File: src/rtl/moggysoc_pkg.sv
// Shared constants for the GPIO input controller: input map, register
// offsets, debounce counter width and small decode helpers.
package moggysoc_pkg;

  // Six debounced inputs: two slide switches followed by four push buttons.
  localparam int NUM_INPUTS   = 6;
  localparam int NUM_SWITCHES = 2;

  localparam int IDX_SW0  = 0;
  localparam int IDX_SW1  = 1;
  localparam int IDX_BTN0 = 2;
  localparam int IDX_BTN1 = 3;
  localparam int IDX_BTN2 = 4;
  localparam int IDX_BTN3 = 5;

  // Byte offsets of the register map.
  localparam logic [3:0] OFF_STATUS = 4'h0;
  localparam logic [3:0] OFF_EVENT  = 4'h4;
  localparam logic [3:0] OFF_IRQ_EN = 4'h8;

  // Wide enough for any debounce length up to 2^20-1.
  localparam int DBNC_CNT_W = 20;

  typedef enum logic [1:0] {
    REG_STATUS = 2'd0,
    REG_EVENT  = 2'd1,
    REG_IRQ_EN = 2'd2,
    REG_NONE   = 2'd3
  } reg_sel_e;

  // Map a word-aligned byte address onto a register selector.
  function automatic reg_sel_e decode_addr(input logic [3:0] aligned_addr);
    reg_sel_e sel;
    case (aligned_addr)
      OFF_STATUS: sel = REG_STATUS;
      OFF_EVENT:  sel = REG_EVENT;
      OFF_IRQ_EN: sel = REG_IRQ_EN;
      default:    sel = REG_NONE;
    endcase
    return sel;
  endfunction

  // Switches report both edges; buttons report presses only.
  function automatic logic is_switch(input int idx);
    return (idx < NUM_SWITCHES);
  endfunction

endpackage

File: src/rtl/gpio_debounce.sv
// One input lane: 2-flop synchronizer, stability counter, debounced level
// and single-cycle rise/fall pulses on the cycle the level is accepted.
module gpio_debounce
  import moggysoc_pkg::*;
#(
  parameter int DEBOUNCE_CYCLES = 500000
) (
  input  logic clk_i,
  input  logic rst_i,
  input  logic din_i,
  output logic level_o,
  output logic rise_o,
  output logic fall_o
);

  localparam logic [DBNC_CNT_W-1:0] CNT_LAST = DBNC_CNT_W'(DEBOUNCE_CYCLES - 1);

  logic                  meta_q;
  logic                  sync_q;
  logic                  level_q;
  logic                  level_d;
  logic [DBNC_CNT_W-1:0] cnt_q;
  logic [DBNC_CNT_W-1:0] cnt_d;
  logic                  accept_d;

  // Count consecutive samples that disagree with the current level; any
  // agreeing sample restarts the count so short glitches are discarded.
  always_comb begin
    cnt_d    = cnt_q;
    level_d  = level_q;
    accept_d = 1'b0;
    if (sync_q == level_q) begin
      cnt_d = '0;
    end else if (cnt_q == CNT_LAST) begin
      accept_d = 1'b1;
      level_d  = sync_q;
      cnt_d    = '0;
    end else begin
      cnt_d = cnt_q + DBNC_CNT_W'(1);
    end
  end

  // Synchronizer and debounce state.
  always_ff @(posedge clk_i) begin
    if (rst_i) begin
      meta_q  <= 1'b0;
      sync_q  <= 1'b0;
      level_q <= 1'b0;
      cnt_q   <= '0;
    end else begin
      meta_q  <= din_i;
      sync_q  <= meta_q;
      level_q <= level_d;
      cnt_q   <= cnt_d;
    end
  end

  // Pulses coincide with the clock edge that updates level_q.
  assign level_o = level_q;
  assign rise_o  = accept_d & sync_q;
  assign fall_o  = accept_d & ~sync_q;

endmodule

File: src/rtl/gpio_input_ctrl.sv
// GPIO input controller: six debounced inputs, sticky event register with
// write-1-to-clear, interrupt enables and a single-outstanding bus port.
module gpio_input_ctrl
  import moggysoc_pkg::*;
#(
  parameter int DEBOUNCE_CYCLES = 500000
) (
  input  logic        sys_clk,
  input  logic        rst,
  input  logic [1:0]  switches,
  input  logic [3:0]  push_buttons,
  input  logic        req_valid,
  output logic        req_ready,
  input  logic        req_write,
  input  logic [3:0]  req_addr,
  input  logic [31:0] req_wdata,
  output logic        rsp_valid,
  input  logic        rsp_ready,
  output logic [31:0] rsp_rdata,
  output logic        irq
);

  logic [NUM_INPUTS-1:0] raw_in;
  logic [NUM_INPUTS-1:0] level;
  logic [NUM_INPUTS-1:0] rise;
  logic [NUM_INPUTS-1:0] fall;
  logic [NUM_INPUTS-1:0] event_set;

  logic [NUM_INPUTS-1:0] event_q,  event_d;
  logic [NUM_INPUTS-1:0] irq_en_q, irq_en_d;
  logic                  irq_q;
  logic                  rsp_valid_q, rsp_valid_d;
  logic [31:0]           rsp_rdata_q, rsp_rdata_d;

  logic                  accept;
  reg_sel_e              sel;
  logic [31:0]           read_mux;
  logic [NUM_INPUTS-1:0] event_clr;

  // Address low bits and upper write-data bits carry no meaning here.
  logic unused_bits;
  assign unused_bits = ^{req_addr[1:0], req_wdata[31:NUM_INPUTS]};

  assign raw_in = {push_buttons, switches};

  generate
    for (genvar gi = 0; gi < NUM_INPUTS; gi++) begin : g_lane
      gpio_debounce #(
        .DEBOUNCE_CYCLES(DEBOUNCE_CYCLES)
      ) u_dbnc (
        .clk_i  (sys_clk),
        .rst_i  (rst),
        .din_i  (raw_in[gi]),
        .level_o(level[gi]),
        .rise_o (rise[gi]),
        .fall_o (fall[gi])
      );
      assign event_set[gi] = rise[gi] | (is_switch(gi) ? fall[gi] : 1'b0);
    end
  endgenerate

  // A new request is refused only while an unconsumed response is held.
  assign req_ready = rst | ~rsp_valid_q | rsp_ready;
  assign accept    = req_valid & req_ready;
  assign sel       = decode_addr({req_addr[3:2], 2'b00});

  // Register read mux, bus write effects and response next-state.
  always_comb begin
    read_mux = '0;
    case (sel)
      REG_STATUS: read_mux = {{(32-NUM_INPUTS){1'b0}}, level};
      REG_EVENT:  read_mux = {{(32-NUM_INPUTS){1'b0}}, event_q};
      REG_IRQ_EN: read_mux = {{(32-NUM_INPUTS){1'b0}}, irq_en_q};
      default:    read_mux = '0;
    endcase

    event_clr = '0;
    irq_en_d  = irq_en_q;
    if (accept && req_write) begin
      if (sel == REG_EVENT)  event_clr = req_wdata[NUM_INPUTS-1:0];
      if (sel == REG_IRQ_EN) irq_en_d  = req_wdata[NUM_INPUTS-1:0];
    end
    // A fresh event wins over a clear landing on the same cycle.
    event_d = (event_q & ~event_clr) | event_set;

    rsp_valid_d = rsp_valid_q;
    rsp_rdata_d = rsp_rdata_q;
    if (accept) begin
      rsp_valid_d = 1'b1;
      rsp_rdata_d = req_write ? 32'd0 : read_mux;
    end else if (rsp_ready) begin
      rsp_valid_d = 1'b0;
    end
  end

  // Register state; irq follows EVENT/IRQ_EN with one cycle of delay.
  always_ff @(posedge sys_clk) begin
    if (rst) begin
      event_q     <= '0;
      irq_en_q    <= '0;
      irq_q       <= 1'b0;
      rsp_valid_q <= 1'b0;
      rsp_rdata_q <= '0;
    end else begin
      event_q     <= event_d;
      irq_en_q    <= irq_en_d;
      irq_q       <= |(event_q & irq_en_q);
      rsp_valid_q <= rsp_valid_d;
      rsp_rdata_q <= rsp_rdata_d;
    end
  end

  assign rsp_valid = rsp_valid_q;
  assign rsp_rdata = rsp_rdata_q;
  assign irq       = irq_q;

endmodule

File: config.mk
export PLATFORM = sky130hd
export DESIGN_NAME = gpio_input_ctrl
export DESIGN_NICKNAME = d
export VERILOG_FILES = /design/src/rtl/moggysoc_pkg.sv /design/src/rtl/gpio_debounce.sv /design/src/rtl/gpio_input_ctrl.sv
export SDC_FILE = /design/constraint.sdc
export NUM_CORES = 1
export LEC_CHECK = 0
export ABC_AREA = 1
export BUFFER_PORTS_ARGS = -buffer_cell sky130_fd_sc_hd__buf_4
export CAP_MARGIN = 20
export CORE_UTILIZATION = 55
export CTS_CLUSTER_DIAMETER = 60
export DETAILED_ROUTE_END_ITERATION = 7
export PLACE_DENSITY = 0.75
export SLEW_MARGIN = 20
export SYNTH_ARGS = -nofsm -noshare
export SYNTH_HDL_FRONTEND = slang
export SYNTH_HIERARCHICAL = 1
export SYNTH_SLANG_ARGS = --single-unit
File: constraint.sdc
create_clock -name sys_clk -period 4.8 [get_ports sys_clk]
set_clock_uncertainty 0.1 [all_clocks]
set_input_delay 0.96 -clock sys_clk [delete_from_list [all_inputs] [get_ports sys_clk]]
set_output_delay 0.96 -clock sys_clk [all_outputs]
set_load 0.03 [all_outputs]
==> flow_results.org, run 1 <==
** Run status
- Run status :: finished clean

** Min path
- The startpoint identified for the worst hold timing path is g_lane[1].u_dbnc/meta_q.
- Path class of the lowest-slack min-delay path :: flop to flop
- Endpoint of the worst hold path :: g_lane[1].u_dbnc/sync_q
- Worst Hold Depth :: 2

** Timing
- Total count of hold-check failures in the final report :: 0
- Setup repair after global routing missed its margin :: no
- The worst path uses between 60% and 70% of the clock period.
- Post-Route Setup TNS :: 0 ns
- Hold is met by 0.303 ns.
- Setup violations remaining at the end of the flow were counted as 0.
- Subtracting the final worst setup slack from the clock period gives 2.95 ns.
- The final count of pins violating max slew is 0.
- At the pin with the least slew margin, the transition time is 0.511 ns.
- Maximum clock frequency :: between 0.3 and 0.4 GHz
- Measured against its own limit, the worst slew margin works out to 65.8%.

** Setup path
- Arr. time, crit path :: ~1.9 ns
- In this run the critical register-to-register path is launched from g_lane[0].u_dbnc/cnt_q[0].
- WP data required :: about 3.7 ns
- CP endpoint kind :: output pin
- Along the worst path, the maximum fanout reaches 31.
- Setup slack of the worst register-to-register path :: around 3.0 ns
- Worst reg2reg endpoint :: event_q[0]
- Logic depth of the worst register-to-register path :: 9
- Class of the most critical setup path :: input pin to output pin
- Worst setup SP type :: input pin

** CTS
- The tree built by TritonCTS fans out to between 150 and 200 sinks.
- The number of hold buffers added after CTS was 0.
- Clock latency at the later pin of the worst-skew pair :: 0.43 ns
- TritonCTS built the clock tree.
- In this run the number of H-tree levels came out at 4.
- After clock tree synthesis, the clock-pin slew on the worst setup and hold paths is around 0.060 ns.
- Number of buffers added by the clock tree synthesis step :: 17
- Buffer levels on the longest clock path :: 2
- Library cell used as clock root buffer :: sky130_fd_sc_hd__clkbuf_16
- Setup Fix Bufs, Post-CTS :: 0
- Post-cts sizing count :: 0

** Routing
- Vias per std cell :: about 4.8
- The routed design uses 710 um of met3 wire.
- The routed design uses ~7300 um of met2 wire.
- The routed layout has 7027 vias.
- After detailed routing, the total wire length is roughly 16000 um.
- After detailed routing, the average wire length per cell comes to between 10 and 15 um.
- Top Metal Used :: met4
- For this run, design rule violations remaining after detail routing come to 0.
- ANT nets after route :: 0
- Iter 0 DRT Violations :: between 300 and 400
- For this run, the detailed router's first-pass iteration total came to 6.
- For this block, wires on met1 add up to a little under 8000 um.

** Logic synthesis
- Yosys synthesis warning count :: 6
- Area of the mapped netlist :: between 8000 and 9000 sq um
- Mean area per synthesized cell :: 6.64 sq um
- In the synthesized netlist, the number of instances is between 1000 and 1500.

** Die
- Initial Util :: a little under three fifths
- Site row count :: 44
- Die width :: 124 um
- Die Footprint :: between 15000 and 20000 sq um
- Core area :: between 10000 and 15000 sq um
- I/O pin cnt :: 82
- In this run the vertical extent of the chip is approximately 120 um.

** Place
- Number of input and output port buffers inserted :: 27
- Detailed placement ended at an HPWL of 11200 um.
- The congestion estimate from routability-driven global placement came to ~0.86.

** Final layout
- After the last flow step, the layout net total stands at 1322.
- Layout area overhead :: 10.4%
- Fill cells in the final layout number roughly 1400.
- In the final layout, the share of cells above drive strength 1 is under 10%.
- The repair_antennas step left the layout with diodes totalling 0.

** Pwr
- Summed over all cells, the static leakage comes to around 0.0032 uW.
- Power per cell area :: between 300 and 400 nW/um^2
- The worst-case IR drop observed on VDD is about 0.24 mV.

** GRT
- Entering global routing, the biggest net connects 32 pins.
- In the global route stage, overall resource usage came out at a little under a quarter.
- Remaining Overflow, GRT :: 0
- Via count of the first global-routing pass :: roughly 6400
- The first global-routing pass estimated ~27000 um of wire.
- Initial antenna violation count :: 0

** Job
- Maximum capacitance violations :: 0
placed cells by master (no fill, tap or decap):
master and count:
sky130_fd_sc_hd__nand3b_1 12, sky130_fd_sc_hd__a21o_1 1, sky130_fd_sc_hd__buf_4 27, sky130_fd_sc_hd__a21oi_1 48
sky130_fd_sc_hd__clkinvlp_4 4, sky130_fd_sc_hd__inv_2 3, sky130_fd_sc_hd__o21bai_4 6, sky130_fd_sc_hd__nor2_2 6
sky130_fd_sc_hd__xor2_1 42, sky130_fd_sc_hd__nor2_1 311, sky130_fd_sc_hd__bufinv_16 3, sky130_fd_sc_hd__ha_1 6
sky130_fd_sc_hd__nand2_4 1, sky130_fd_sc_hd__nand4_4 1, sky130_fd_sc_hd__xnor2_1 18, sky130_fd_sc_hd__nand3_4 1
sky130_fd_sc_hd__dfxtp_1 158, sky130_fd_sc_hd__inv_1 137, sky130_fd_sc_hd__nand3_1 42, sky130_fd_sc_hd__clkbuf_16 17
sky130_fd_sc_hd__inv_8 1, sky130_fd_sc_hd__nand2_1 346, sky130_fd_sc_hd__nand3_2 12, sky130_fd_sc_hd__nor2_4 2
sky130_fd_sc_hd__o21ai_0 12, sky130_fd_sc_hd__nand4_1 19, sky130_fd_sc_hd__o21a_1 1, sky130_fd_sc_hd__conb_1 26
sky130_fd_sc_hd__inv_6 4, sky130_fd_sc_hd__clkinv_2 8, sky130_fd_sc_hd__or2_2 6, sky130_fd_sc_hd__clkinv_4 1
state kept, by name (all words and copies together), names as in the netlist:
signal / count
g_lane.u_dbnc/cnt_q: 120
event_q: 6
g_lane.u_dbnc/level_o: 6
g_lane.u_dbnc/meta_q: 6
g_lane.u_dbnc/sync_q: 6
irq_en_q: 6
rsp_rdata: 6
irq: 1
rsp_valid: 1
per-stage QoR:
step / std cells / power, uW / util [%] / area [sq um] / setup WS [ns]
2_1_floorplan: 1259 / 1440 / - / 8280 / 2.47
3_5_place_dp: 1434 / 1450 / 58.0 / 8430 / 1.86
5_1_grt: 1466 / 2910 / 62.2 / 9040 / 1.78
4_1_cts: 1466 / 2840 / 62.2 / 9040 / 1.85
6_report: 1466 / 2810 / 62.2 / 9040 / 1.85
3_3_place_gp: 1434 / 1450 / 58.0 / 8430 / 1.87
area by class of cell:
cell class	count	area, sq um	area share [%]
clock buffers	17	425	4.71
repair buffers	27	203	2.24
multi-input cells	919	4280	47.3
clock inverters	15	185	2.05
well taps	184	230	2.55
flip-flops and latches	158	3160	35.0
inverters	146	556	6.14
worst max-delay path by stage:
stage | startpoint | end | slack (ns) | cells past startpoint
finish | rst | req_ready | 1.85 | 4
global route | rst | req_ready | 1.78 | 4
CTS | rst | req_ready | 1.85 | 4
detailed placement | rst | req_ready | 1.86 | 4
global placement | rst | req_ready | 1.87 | 4
floorplan | rst | req_ready | 2.47 | 2
critical path, stage by stage:
cell	delay, ns
sky130_fd_sc_hd__buf_4	0.32
sky130_fd_sc_hd__inv_2	0.19
sky130_fd_sc_hd__nand3_4	0.20
sky130_fd_sc_hd__buf_4	0.20
report_power, final:
part           switching (uW)  internal [uW]
Clock                     566            826
Combinational            72.2           25.1
Sequential               4.51           1320
Total                     643           2170
metal layers:
| metal | up-vias | global-route usage (%) |
|---|---|---|
| met3 | 23 | 5.49 |
| met5 | - | 0 |
| met4 | 0 | 8.18 |
| met1 | 3066 | 28.1 |
| met2 | 127 | 37.7 |
| li1 | 3811 | - |
Note: power is estimated with default switching activity, not from simulation.
==> inputs of run 2 (changes only) <==
- clock period: 4.8 -> 3 ns (I/O delays scaled with it)
==> run 2 against run 1 <==
  * Sequential cell count did not move
  * Count of clock-buffer cells in the layout rose by 1
  * Critical path depth did not move
  * Highest routed layer unchanged
  * Register-to-register slack got worse by 1.8 ns
  * Utilization rose by 0.12 points
  * Largest power group unchanged
  * Worst setup slack got worse by 0.91 ns
  * Largest cell class unchanged
  * Total power rose by 61%
  * Combinational power rose by 61%
  * Global-route usage fell by 0.31 points
  * Wire length fell by 0.56%
==> flow_results.org, run 2 (synthesis gave the netlist of run 1 again) <==
** Run status
- The flow ran to the end, and the final reports show no timing, DRC or antenna violations.

** Timing
- Total count of hold-check failures in the final report :: 0
- Derived from the worst setup path, the maximum achievable clock frequency is 0.485 GHz.
- Setup violations remaining at the end of the flow were counted as 0.
- Setup repair after global routing missed its margin :: no
- Minimum clock period :: about 2 ns
- Adding up every negative setup slack in the final design gives 0 ns.
- Worst setup slack after layout :: ~0.94 ns
- Max-slew violation count :: 0
- Final worst path period share :: between 60 and 70%

** Final layout
- Most frequent standard cell in the layout excluding fill and tap cells :: sky130_fd_sc_hd__nand2_1
- Most frequent cells in the layout :: 346 x sky130_fd_sc_hd__nand2_1, 311 x sky130_fd_sc_hd__nor2_1, 158 x sky130_fd_sc_hd__dfxtp_1
- Nets@finish :: 1323
- Most flop-heavy register :: g_lane.u_dbnc/cnt_q
- Filler cells :: about 1400
- In the final layout, the share of cells above drive strength 1 is under 10%.
- Number of flip-flops in the largest register :: 120
- From synthesis to final layout, the design area changed by 10.6%.
- Antenna diode instance count :: 0

** Setup path
- Worst flop-to-flop path startpoint :: g_lane[4].u_dbnc/cnt_q[0]
- The critical path is of the input pin to output pin type.
- Worst reg2reg endpoint :: event_q[4]
- Setup slack of the worst register-to-register path :: roughly 1.2 ns
- For the worst flop-to-flop path, the logic depth is 9.
- CP endpoint kind :: output pin
- WP data required :: 2.30 ns
- Along the worst path, the maximum fanout reaches 10.
- Arr. time, crit path :: ~1.4 ns
- The worst setup path is launched from an input pin.

** GRT
- Global routing finished with a remaining overflow of 0.
- Pin count of the biggest net entering global routing :: 31
- The number of antenna violations at the first check in global routing came to 0.
- GR Util All Layers :: 22.2%
- The via count of the first global-routing pass came to about 6500.
- First-pass GRT wire length :: roughly 27000 um

** CTS
- Counting every sink on the clock net gives approximately 160.
- After clock tree synthesis, the clock-pin slew on the worst setup and hold paths is roughly 0.060 ns.
- The number of hold buffers added after CTS was 0.
- Buffer levels on the longest clock path :: 2
- Post-CTS timing repair inserted 0 buffers for setup.
- Number of buffers added by the clock tree synthesis step :: 17
- Post-cts sizing count :: 0
- The tree is rooted in a sky130_fd_sc_hd__clkbuf_16.
- The H-tree was split into 4 levels.
- At the later pin of the worst-skew pair, clock insertion delay measures approximately 0.42 ns.
- CTS tree :: yes

** Job
- Across the run, the number of max-cap violations was 0.

** Die
- The floorplan step defined a die boundary enclosing 15400 sq um.
- From left edge to right edge, the die measures about 120 um.
- In this run the count of I/O pins placed on the die edge is ~80.
- Once the floorplan was initialized, standard cells occupied a little under three fifths of the core.
- Site row count :: 44
- Core area :: 14500 sq um
- From bottom edge to top edge, the die measures roughly 120 um.

** Min path
- In this run the worst hold path is classified as input pin to flop.
- The path with the worst hold slack has its endpoint at g_lane[1].u_dbnc/meta_q.
- Worst Hold Depth :: 3
- The worst hold path begins at switches[1].

** Place
- Number of input and output port buffers inserted :: 27
- Post-DP HPWL :: about 11000 um
- Worst Setup Slack post-DPL :: about 0.95 ns
- Routability-driven placement finished with a final weighted congestion of between 0.8 and 0.9.

** Routing
- Dividing the detail-routed via count by the number of cells gives about 4.8.
- Met2 wire length :: approximately 7300 um
- For this block, the via count after detailed routing is 7071.
- Iter 0 DRT Violations :: approximately 440
- For this block, the routed nets add up to approximately 16000 um of wire.
- Detailed routing placed a total of 714 um of wire on met3.
- After detailed routing, the average wire length per cell comes to around 11 um.
- DRC Markers :: 0
- The first detailed-routing pass took 5 iterations.
- In the final routing, the length of wire on met1 measures slightly below 8000 um.
- In this run the remaining antenna-violating nets after routing total 0.
- Top Metal Used :: met4

** Pwr
- Static leakage :: 0.00317 uW
- For this design the ratio of total power to cell area is approximately 500 nW/um^2.
- The worst-case IR drop observed on VDD is 0.383 mV.
run 2: routing by layer:
metal,track usage (%),vias up
met4,6.55,0
li1,-,3796
met2,36.4,119
met3,5.63,14
met1,28.8,3142
met5,0,-
run 2: cell type report:
class / instances / area [sq um] / area share [%]
well taps: 184 / 230 / 2.54
clock inverters: 14 / 191 / 2.11
repair buffers: 28 / 210 / 2.32
flip-flops and latches: 158 / 3160 / 34.9
inverters: 146 / 556 / 6.13
clock buffers: 18 / 429 / 4.74
multi-input cells: 919 / 4280 / 47.2
run 2: critical path, stage by stage:
cell                      delay, ns
sky130_fd_sc_hd__buf_4         0.13
sky130_fd_sc_hd__inv_2         0.17
sky130_fd_sc_hd__nand3_4       0.22
sky130_fd_sc_hd__buf_4         0.24
run 2: where the power goes:
part | internal (uW) | leakage, uW | total (uW) | switching, uW
logic | 41.1 | 0.00160 | 157 | 116
clock network | 1390 | 0.000293 | 2270 | 874
registers | 2110 | 0.00128 | 2120 | 7.25
total | 3550 | 0.00317 | 4540 | 998
run 2: how the worst max path moves through the flow:
stage,slack [ns],end,cells past startpoint,start
detailed placement,0.95,req_ready,4,rst
finish,0.94,req_ready,4,rst
global placement,0.95,req_ready,4,rst
floorplan,1.39,req_ready,2,rst
CTS,0.95,req_ready,4,rst
global route,0.91,req_ready,4,rst
run 2: metrics by stage:
stage	instance area [sq um]	utilization [%]	std cells	power, uW	hold WS (ns)
final	9060	62.3	1467	4540	0.279
after CTS	9060	62.3	1467	4590	0.267
after floorplan	8280	-	1259	2310	0.288
after global placement	8440	58.1	1435	2320	0.289
after global routing	9060	62.3	1467	4690	0.299
after detailed placement	8440	58.1	1435	2320	0.296
==> inputs of run 3 (changes only) <==
- ABC_AREA: 1 -> 0
- CORE_UTILIZATION: 55 -> 53
- PLACE_DENSITY: 0.75 -> 0.76
- clock period: 3 -> 1.8 ns (I/O delays scaled with it)
==> run 3 against run 2 <==
  * The run now ends with negative setup slack left
  * Hold slack got worse by 0.24 ns
  * Register-to-register slack got worse by 1.3 ns
  * Sequential share of layout area decreased by 1.4 points
  * Clock power increased by 61%
  * Critical path type is now flop to flop
==> flow_results.org, run 3 <==
** Place
- At the end of routability-driven placement, the weighted congestion stood at between 0.8 and 0.9.
- Once detailed placement completed, the half-perimeter wirelength came to around 11000 um.
- Number of input and output port buffers inserted :: 27

** Routing
- The first TritonRoute pass finished after 5 iterations.
- The routed layout has 6538 vias.
- DR WL/cell :: 14.1 um
- Vias per std cell :: approximately 5.4
- Iter 0 DRT Violations :: 434
- The detail route stage leaves a number of antenna-violating nets equal to 0.
- For this run, design rule violations remaining after detail routing come to 0.
- The final layout contains routed wiring with a total length of roughly 17000 um.

** GRT
- Via count of the first global-routing pass :: 6144
- Global routing used a little under a quarter of the available tracks.
- After global routing the overflow that remains totals 0.
- The number of antenna violations at the first check in global routing was 0.
- Entering global routing, the biggest net connects 19 pins.
- The first global-routing pass estimated 27500 um of wire.

** Logic synthesis
- Cell count after synthesis :: between 800 and 900
- Yosys synthesis warning count :: 6
- Area of the mapped netlist :: approximately 7300 sq um
- Mean area per synthesized cell :: between 8 and 9 sq um

** Setup path
- Logic depth of the worst register-to-register path :: 4
- In this run the worst path has a maximum fanout of 8.
- STA classifies the critical path startpoint as a flop.
- STA puts the critical path data arrival time at approximately 2.1 ns.
- In this run the critical register-to-register path is captured at g_lane[5].u_dbnc/cnt_q[17].
- The startpoint identified for the worst register-to-register timing path is g_lane[5].u_dbnc/cnt_q[11].
- The number of buffers and inverters on the critical path is 0.
- Slowest stage cell on the critical path :: sky130_fd_sc_hd__or4_4
- In this design, the stage delay of the slowest critical-path cell is approximately 0.58 ns.
- Data on the critical path is required at its endpoint by 2.06 ns.
- Worst path most repeated cell :: sky130_fd_sc_hd__or4_4
- The kind of cell with the highest combined delay along the critical path is simple AND/OR/NAND/NOR gates.
- Traced cell by cell, the critical path runs through nand4_4, or4_4, or4_4, a21oi_2.
- Setup slack of the worst register-to-register path :: -0.05 ns
- Class of the most critical setup path :: flop to flop
- CP endpoint kind :: flop

** Final layout
- The repair_antennas step left the layout with diodes totalling 0.
- Most flop-heavy register :: g_lane.u_dbnc/cnt_q
- Of the cells placed in the final design, the portion with a size suffix greater than 1 is 32.6%.
- Most frequent cells in the layout :: 154 x sky130_fd_sc_hd__buf_4, 125 x sky130_fd_sc_hd__nor2_1, 101 x sky130_fd_sc_hd__dfxtp_1
- Relative to the synthesized area, the layout overhead comes to 33.8%.
- The register with the most flip-flops in the layout has 120 of them.
- Counting the fill cells in the layout gives approximately 980.
- The library cell used most frequently in the layout, excluding fill and tap cells, is sky130_fd_sc_hd__buf_4.
- After the last flow step, the layout net total stands at ~1100.

** CTS
- Counting along the longest clock path gives a buffer depth of 2.
- Library cell used as clock root buffer :: sky130_fd_sc_hd__clkbuf_16
- H-Tree Depth :: 4
- TritonCTS built the clock tree.
- Number of buffers added to fix hold violations after cts :: 0
- Clock-pin slew was measured on the worst setup and hold paths at approximately 0.060 ns.
- For the worst-skew pair, the clock arrives at the later sink with an insertion delay of 0.43 ns.
- Number of buffers added by the clock tree synthesis step :: 17
- Clock sinks :: between 150 and 200

** Timing
- The worst path in the final design needs a cycle of 1.85 ns, including I/O delays and setup.
- Derived from the worst setup path, the maximum achievable clock frequency is ~0.54 GHz.
- Number of setup violations in the final report :: 12
- At the pin with the least slew margin, the transition time is approximately 0.57 ns.
- Setup repair after global routing missed its margin :: yes
- The final count of pins violating max slew was 0.
- Hold timing on the final database bottoms out at a slack of approximately 0.04 ns.
- Across all setup checks in the final design, the least slack found is -0.0458 ns.
- The number of hold-slack violations in the final timing report is 0.
- Measured against its own limit, the worst slew margin works out to between 60% and 70%.
- Final worst path period share :: 103%

** Pwr
- Across the VDD grid, the largest voltage drop is 0.600 mV.
- Sum of internal, switching and leakage power :: around 7400 uW
- For this design the static power due to leakage is about 0.0032 uW.
- For this design the ratio of total power to cell area is between 700 and 800 nW/um^2.

** Min path
- Endpoint of the worst hold path :: event_q[5]
- Beginning of the worst hold path :: req_wdata[5]
- The worst hold path was traced through 2 stages.
- In this run the worst hold path is classified as input pin to flop.

** Run status
- The flow ran to the end, but the final reports show violations.
- Violations in the final reports :: negative setup slack

** Die
- Die Footprint :: roughly 14000 sq um
- Die width :: 120 um
- The floorplan has 42 rows.
- 82 I/O pins were placed.
- From bottom edge to top edge, the die measures 120 um.
- Initial Util :: approximately 55%
- The total area inside the core boundary comes to between 10000 and 15000 sq um.

** Job
- Maximum capacitance violations :: 0
## run 3: how the worst max path moves through the flow
stage / depth (start not counted) / endpoint / slack [ns] / start
after floorplan: 5 / g_lane[0].u_dbnc/cnt_q[17] / -0.06 / g_lane[0].u_dbnc/cnt_q[11]
after global placement: 5 / g_lane[4].u_dbnc/level_o / -0.02 / g_lane[4].u_dbnc/cnt_q[10]
final: 4 / g_lane[5].u_dbnc/cnt_q[17] / -0.05 / g_lane[5].u_dbnc/cnt_q[11]
after CTS: 4 / g_lane[5].u_dbnc/cnt_q[17] / -0.04 / g_lane[5].u_dbnc/cnt_q[11]
after global routing: 4 / g_lane[4].u_dbnc/cnt_q[17] / -0.09 / g_lane[4].u_dbnc/cnt_q[11]
after detailed placement: 5 / g_lane[4].u_dbnc/level_o / -0.09 / g_lane[4].u_dbnc/cnt_q[10]
## run 3: routing by layer
metal	wire (um)	part of all wire [%]	GRT usage, %
met3	768	4.5	5.09
met4	374	2.2	10.3
met1	7670	45	30.1
met2	8130	48	38.9
met5	0	0	0
## run 3: cell type report
cell class	count	area, sq um	area share [%]
well taps	176	220	2.24
inverters	49	184	1.87
multi-input cells	628	4260	43.3
clock buffers	18	439	4.47
repair buffers	160	1260	12.8
flip-flops and latches	158	3300	33.6
clock inverters	14	168	1.71
## run 3: timing repair
item	CTS	global route
setup buffers	9	4
cloned	2	1
resized for setup	14	67
pin swaps	11	24
endpoints found under the setup margin	52	70
## run 3: report_power, final
part	internal [uW]	switching, uW	total (uW)
clock	2210	1440	3650
combinational	89.3	178	267
sequential	3480	11.3	3490
total	5780	1630	7410
## run 3: metrics by stage
stage / cells / utilization, % / instance area, sq um / setup TNS, ns / setup WS (ns)
final: 1203 / 73.3 / 9820 / -0.231 / -0.0458
after global placement: 1155 / 65.5 / 8780 / -0.0410 / -0.0239
after detailed placement: 1155 / 65.5 / 8780 / -0.469 / -0.0918
after global routing: 1203 / 73.3 / 9820 / -0.946 / -0.0896
after floorplan: 882 / - / 7770 / -4.00 / -0.0622
after CTS: 1198 / 70.9 / 9500 / -0.151 / -0.0402
